[config.mk]
export PLATFORM = sky130hd
export DESIGN_NAME = seqdet_rr_sched
export DESIGN_NICKNAME = d
export VERILOG_FILES = /design/src/rtl/seqdet_rr_sched.sv
export SDC_FILE = /design/constraint.sdc
export NUM_CORES = 1
export LEC_CHECK = 0
export CAP_MARGIN = 20
export CORE_MARGIN = 2
export CORE_UTILIZATION = 55
export CTS_BUF_LIST = sky130_fd_sc_hd__clkbuf_4 sky130_fd_sc_hd__clkbuf_8 sky130_fd_sc_hd__clkbuf_16
export CTS_CLUSTER_SIZE = 24
export DETAILED_ROUTE_END_ITERATION = 10
export GPL_ROUTABILITY_DRIVEN = 0
export GPL_TIMING_DRIVEN = 0
export PLACE_DENSITY = 0.79
export SLEW_MARGIN = 20
export SYNTH_ARGS = -nofsm -noshare
export SYNTH_HDL_FRONTEND = slang
export SYNTH_SLANG_ARGS = --single-unit
[constraint.sdc]
create_clock -name clk -period 6.1 [get_ports clk]
set_clock_uncertainty 0.05 [all_clocks]
set_input_delay 0.61 -clock clk [delete_from_list [all_inputs] [get_ports clk]]
set_output_delay 0.61 -clock clk [all_outputs]
set_load 0.01 [all_outputs]
[src/rtl/seqdet_rr_sched.sv]
// Shared "101" Mealy detector, time-multiplexed over NCH serial channels by a
// round-robin grant; keeps per-channel context and saturating match counters.
module seqdet_rr_sched #(
    parameter int NCH   = 4,
    parameter int CW    = $clog2(NCH),
    parameter int CNT_W = 8
) (
    input  logic             clk,
    input  logic             R,
    input  logic [NCH-1:0]   ch_en,
    input  logic [NCH-1:0]   bit_valid,
    input  logic [NCH-1:0]   bit_in,
    output logic [NCH-1:0]   bit_ready,
    output logic [NCH-1:0]   det_out,
    output logic             match_valid,
    output logic [CW-1:0]    match_ch,
    input  logic             cnt_clr,
    input  logic [CW-1:0]    rd_ch,
    output logic [CNT_W-1:0] rd_cnt
);

    typedef enum logic [1:0] {
        S0    = 2'b00,
        S1    = 2'b01,
        S2    = 2'b10,
        S_ILL = 2'b11
    } state_t;

    localparam logic [CNT_W-1:0] CNT_MAX = {CNT_W{1'b1}};

    // Returns {match, next_state}; matching from S2 restarts at S0 (non-overlapping).
    function automatic logic [2:0] mealy_step(input state_t st, input logic b);
        case (st)
            S0:      mealy_step = b ? {1'b0, S1} : {1'b0, S0};
            S1:      mealy_step = b ? {1'b0, S1} : {1'b0, S2};
            S2:      mealy_step = b ? {1'b1, S0} : {1'b0, S0};
            default: mealy_step = {1'b0, S0};
        endcase
    endfunction

    state_t           state_r [NCH];
    logic [CNT_W-1:0] cnt_r   [NCH];
    logic [CW-1:0]    ptr_r;
    logic [NCH-1:0]   det_out_r;
    logic             match_valid_r;
    logic [CW-1:0]    match_ch_r;

    logic [NCH-1:0]   eligible_s;
    logic             found_s;
    logic [CW-1:0]    grant_idx_s;
    logic [CW-1:0]    cand_s;
    logic [NCH-1:0]   grant_s;
    logic [2:0]       step_s;
    logic             hit_s;

    assign eligible_s = bit_valid & ch_en;

    // Round-robin search starting at the pointer, wrapping modulo NCH.
    always_comb begin
        found_s     = 1'b0;
        grant_idx_s = {CW{1'b0}};
        cand_s      = {CW{1'b0}};
        for (int j = 0; j < NCH; j++) begin
            cand_s = ptr_r + CW'(j);
            if (!found_s && eligible_s[cand_s]) begin
                found_s     = 1'b1;
                grant_idx_s = cand_s;
            end else begin
                found_s     = found_s;
            end
        end
    end

    // Grant decode and detector step for the granted channel.
    always_comb begin
        grant_s = {NCH{1'b0}};
        if (found_s && !R) begin
            grant_s[grant_idx_s] = 1'b1;
        end else begin
            grant_s = {NCH{1'b0}};
        end
        step_s = mealy_step(state_r[grant_idx_s], bit_in[grant_idx_s]);
        hit_s  = found_s & !R & step_s[2];
    end

    assign bit_ready   = grant_s;
    assign det_out     = det_out_r;
    assign match_valid = match_valid_r;
    assign match_ch    = match_ch_r;
    assign rd_cnt      = cnt_r[rd_ch];

    // Context store, pointer, registered match pulse and counters.
    always_ff @(posedge clk) begin
        if (R) begin
            ptr_r         <= {CW{1'b0}};
            det_out_r     <= {NCH{1'b0}};
            match_valid_r <= 1'b0;
            match_ch_r    <= {CW{1'b0}};
            for (int i = 0; i < NCH; i++) begin
                state_r[i] <= S0;
                cnt_r[i]   <= {CNT_W{1'b0}};
            end
        end else begin
            if (found_s) begin
                ptr_r <= grant_idx_s + CW'(1);
            end
            det_out_r     <= hit_s ? grant_s : {NCH{1'b0}};
            match_valid_r <= hit_s;
            match_ch_r    <= hit_s ? grant_idx_s : {CW{1'b0}};
            for (int i = 0; i < NCH; i++) begin
                // A disabled channel forgets any partial pattern.
                if (!ch_en[i]) begin
                    state_r[i] <= S0;
                end else if (found_s && (grant_idx_s == CW'(i))) begin
                    state_r[i] <= state_t'(step_s[1:0]);
                end
                if (cnt_clr) begin
                    cnt_r[i] <= {CNT_W{1'b0}};
                end else if (hit_s && (grant_idx_s == CW'(i)) && (cnt_r[i] != CNT_MAX)) begin
                    cnt_r[i] <= cnt_r[i] + {{(CNT_W-1){1'b0}}, 1'b1};
                end
            end
        end
    end

endmodule

==> impl_metrics.py, run 1 <==
metrics = {
    "routing": {
        "routed_wl_um": 6810,
        "routedWlPerCell_um": 18.0,
        "via_count": 2354,
        "drt_iter0_markers": 138,
        "first_pass_iters": 4,
        "antenna_left": 0,
        "drc": 0,
        "via_per_inst": 6.21,
    },
    "global_routing": {
        "first_global_vias": 2262,
        "grt_pass1_wl_um": 11100,
        "track_usage_pct": 23.3,
        "antenna_found_initial": 0,
        "grt_max_degree": 16,
        "globalRouteOverflowTotal": 0,
    },
    "worst_setup_path": {
        "slowest_delay_ps": 550,
        "endpoint_kind": "output port",
        "cpLargestDelayFamily": "buffers and inverters",
        "critPathMostFrequentCell": "clkdlybuf4s50_1",
        "worst_ep_required_time_ps": 5440,
        "worstPathArrival_ps": 3300,
        "path_buf_inv": 3,
        "worst-path-max-fanout": 11,
        "crit_type": "input pin to output port",
        "path_cells": "clkdlybuf4s50_1 > a22oi_1 > a2111o_1 > o31ai_4 > inv_4 > ha_1 > and2_1 > clkdlybuf4s50_1",
        "critPathLaunchType": "input pin",
        "slowest_stage": "a22oi_1",
    },
    "yosys": {
        "ys.flop_type": "edfxtp_1",
        "synth_top_area_share_pct": 39.9,
        "synth-edff-count": 40,
        "synth_top_cell_by_area": "edfxtp_1",
        "seq_area_frac_synth_pct": 45.8,
        "synthTopCellsByArea": "edfxtp_1, dfxtp_1, mux4_2",
        "synth_nets": 293,
        "synth-async-reset-ratio_pct": 0,
        "yosys.cell_count.top_type": "edfxtp_1",
        "synth.cell_area_um2": 3010,
        "syn-instance-count": 268,
        "ys_types": 48,
        "yosys_warnings": 0,
        "ys_seq_elements": 49,
        "postSynthAreaPerCell_um2": 11.2,
        "netlist_top_cells_count": "edfxtp_1, a21oi_1, nand2_1",
    },
    "clocking": {
        "ctsResizeCount": 0,
        "holdBufCountCts": 0,
        "ctsHtreeMaxLevel": 2,
        "numClockSinks": 49,
        "cts-root-buf": "clkbuf_8",
        "clockBufferDepth": 2,
        "clkLatencyLatePin_ps": 310,
        "cts_tree": "done",
        "cts_setup_buffers": 0,
        "clk_pin_slew_worst_paths_ps": 90,
        "cts_buffers": 5,
    },
    "sta": {
        "tightest_slew_ps": 904,
        "slew_viol_final": 0,
        "hold_violations": 0,
        "finalWorstPathRequiredPeriod_ps": 3960,
        "relSlewSlack_pct": 39.3,
        "fmax_ghz": 0.253,
        "post-route-period-util_pct": 64.9,
        "rsz0062_at_grt": "no",
        "holdWs_ps": 509,
        "finalSetupViolCount": 0,
        "fin_setup_tns_ps": 0,
    },
    "final_layout": {
        "antenna_cells": 0,
        "fin_nets": 333,
        "area_delta_synth_final_pct": 16.8,
        "fin_area_um2": 3520,
        "fill_cells": 417,
        "drive_gt1_share_pct": 11.7,
    },
    "die": {
        "initial_utilization_pct": 57.9,
        "dieWidth_um": 78.0,
        "dieArea_um2": 6090,
        "pin_count": 36,
        "die-height_um": 78.0,
        "core_area_um2": 5200,
        "rows": 26,
    },
    "power_and_ir_drop": {
        "p_int_uw": 523,
        "power_density_nw_per_um2": 209,
        "finalPower_uw": 737,
        "p_sw_uw": 214,
        "power_frac_clock_pct": 27.6,
        "comb_power_share_pct": 18.3,
        "max-vdd-ir-drop_mv": 0.126,
        "p_seq_share_pct": 54.1,
        "cellLeakagePower_nw": 1.19,
        "p_sw_share_pct": 29.0,
    },
    "placed_design": {
        "io_buffers": 33,
        "hpwl_um": 5070,
        "placed_area_um2": 3430,
    },
    "flow_run": {
        "drv_cap": 0,
    },
    "run_status": {
        "status": "complete, no violations",
    },
    "hold_path": {
        "hold_path_class": "flop to flop",
    },
}
[cell type report]
type	count	area [um2]	share of cell area, %
Multi-Input combinational cell	208	1590	45.1
Timing Repair Buffer	33	330	9.38
Clock inverter	2	12.5	0.355
Tap cell	70	87.6	2.49
Buffer	2	7.51	0.213
Sequential cell	49	1380	39.2
Clock buffer	6	76.3	2.17
Inverter	9	36.3	1.03
[layout by cell type, fill, tap and decap left out, drive strengths merged, types with 5 or more instances in the layout]
master         count
edfxtp            40
clkdlybuf4s50     33
a21oi             32
nand2             25
nand3             21
xnor2             13
o211ai            13
xor2              11
inv               11
nor3b             10
dfxtp              9
mux4               8
ha                 8
clkbuf             8
a21boi             8
and2               7
nor2               7
and3               7
nand3b             5
[flip-flops by register name (all words and copies together), names as in the netlist]
register     count
ptr_r            2
match_valid      1
match_ch         2
det_out          4
state_r          8
cnt_r           32
[worst register-to-register path, stage by stage (launching register included)]
cell,delay (ps)
dfxtp_1,440
and3b_1,240
a2111o_1,440
o31ai_4,180
inv_4,170
ha_1,340
o311a_1,160
o211ai_1,280
nand3_1,440
[path summary, 6_finish.rpt]
kind / start / end / slack (ps) / depth (start not counted)
worst min register to register: ptr_r[0]$_SDFFE_PP0N_ / ptr_r[0]$_SDFFE_PP0N_ / 510 / 2
worst min-delay path: ptr_r[0]$_SDFFE_PP0N_ / ptr_r[0]$_SDFFE_PP0N_ / 510 / 2
worst max-delay path: ch_en[1] / bit_ready[2] / 2140 / 8
worst max register to register: ptr_r[0]$_SDFFE_PP0N_ / cnt_r[2][1]$_SDFFCE_PN0P_ / 3000 / 8
[power groups by stage]
stage / registers, mW / clock network [mW] / logic, mW
finish: 0.399 / 0.203 / 0.135
global route: 0.401 / 0.214 / 0.146
CTS: 0.398 / 0.203 / 0.134
detailed placement: 0.406 / 0 / 0.134
global placement: 0.405 / 0 / 0.131
floorplan: 0.400 / 0 / 0.0859
[per-layer routing]
layer / part of all wire (%) / GRT usage, % / vias to the layer above
met1: 45 / 32.5 / 1128
met3: 5.8 / 3.45 / 11
met2: 48 / 38.3 / 86
met4: 1.7 / 6.67 / 0
li1: - / - / 1129
met5: 0 / 0 / -
[cell families after synthesis]
logic type               synth area share, %
AND/OR/NAND/NOR                         17.4
AO/OA/AOI/OAI                           19.0
multiplexers                            5.98
XOR/XNOR                                6.98
flip-flops                              45.8
buffers and inverters                   1.45
adder cells (fa/ha/maj)                 3.32
[per-stage QoR]
| stage | instances | util, % | worst slack, ps |
|---|---|---|---|
| 2_1_floorplan | 268 | - | 3260 |
| 3_3_place_gp | 371 | 65.9 | 2220 |
| 3_5_place_dp | 371 | 65.9 | 2150 |
| 4_1_cts | 379 | 67.6 | 2140 |
| 5_1_grt | 379 | 67.6 | 2050 |
| 6_report | 379 | 67.6 | 2140 |
(Power assumes the default switching activity.)
==> run 2, diff against run 1 <==
Clock period 6.1 ns to 4 ns, I/O delays scaled along.
==> results of run 2 <==
The final DEF is identical to that of run 1. Status: complete, no violations.
Main changes from that run: setup slack after placement 2150 ps -> 307 ps; setup slack after layout 2140 ps -> 462 ps; register-to-register setup slack 3000 ps -> 900 ps; total power 0.737 mW -> 1.12 mW; worst IR drop on VDD 0.126 mV -> 0.192 mV
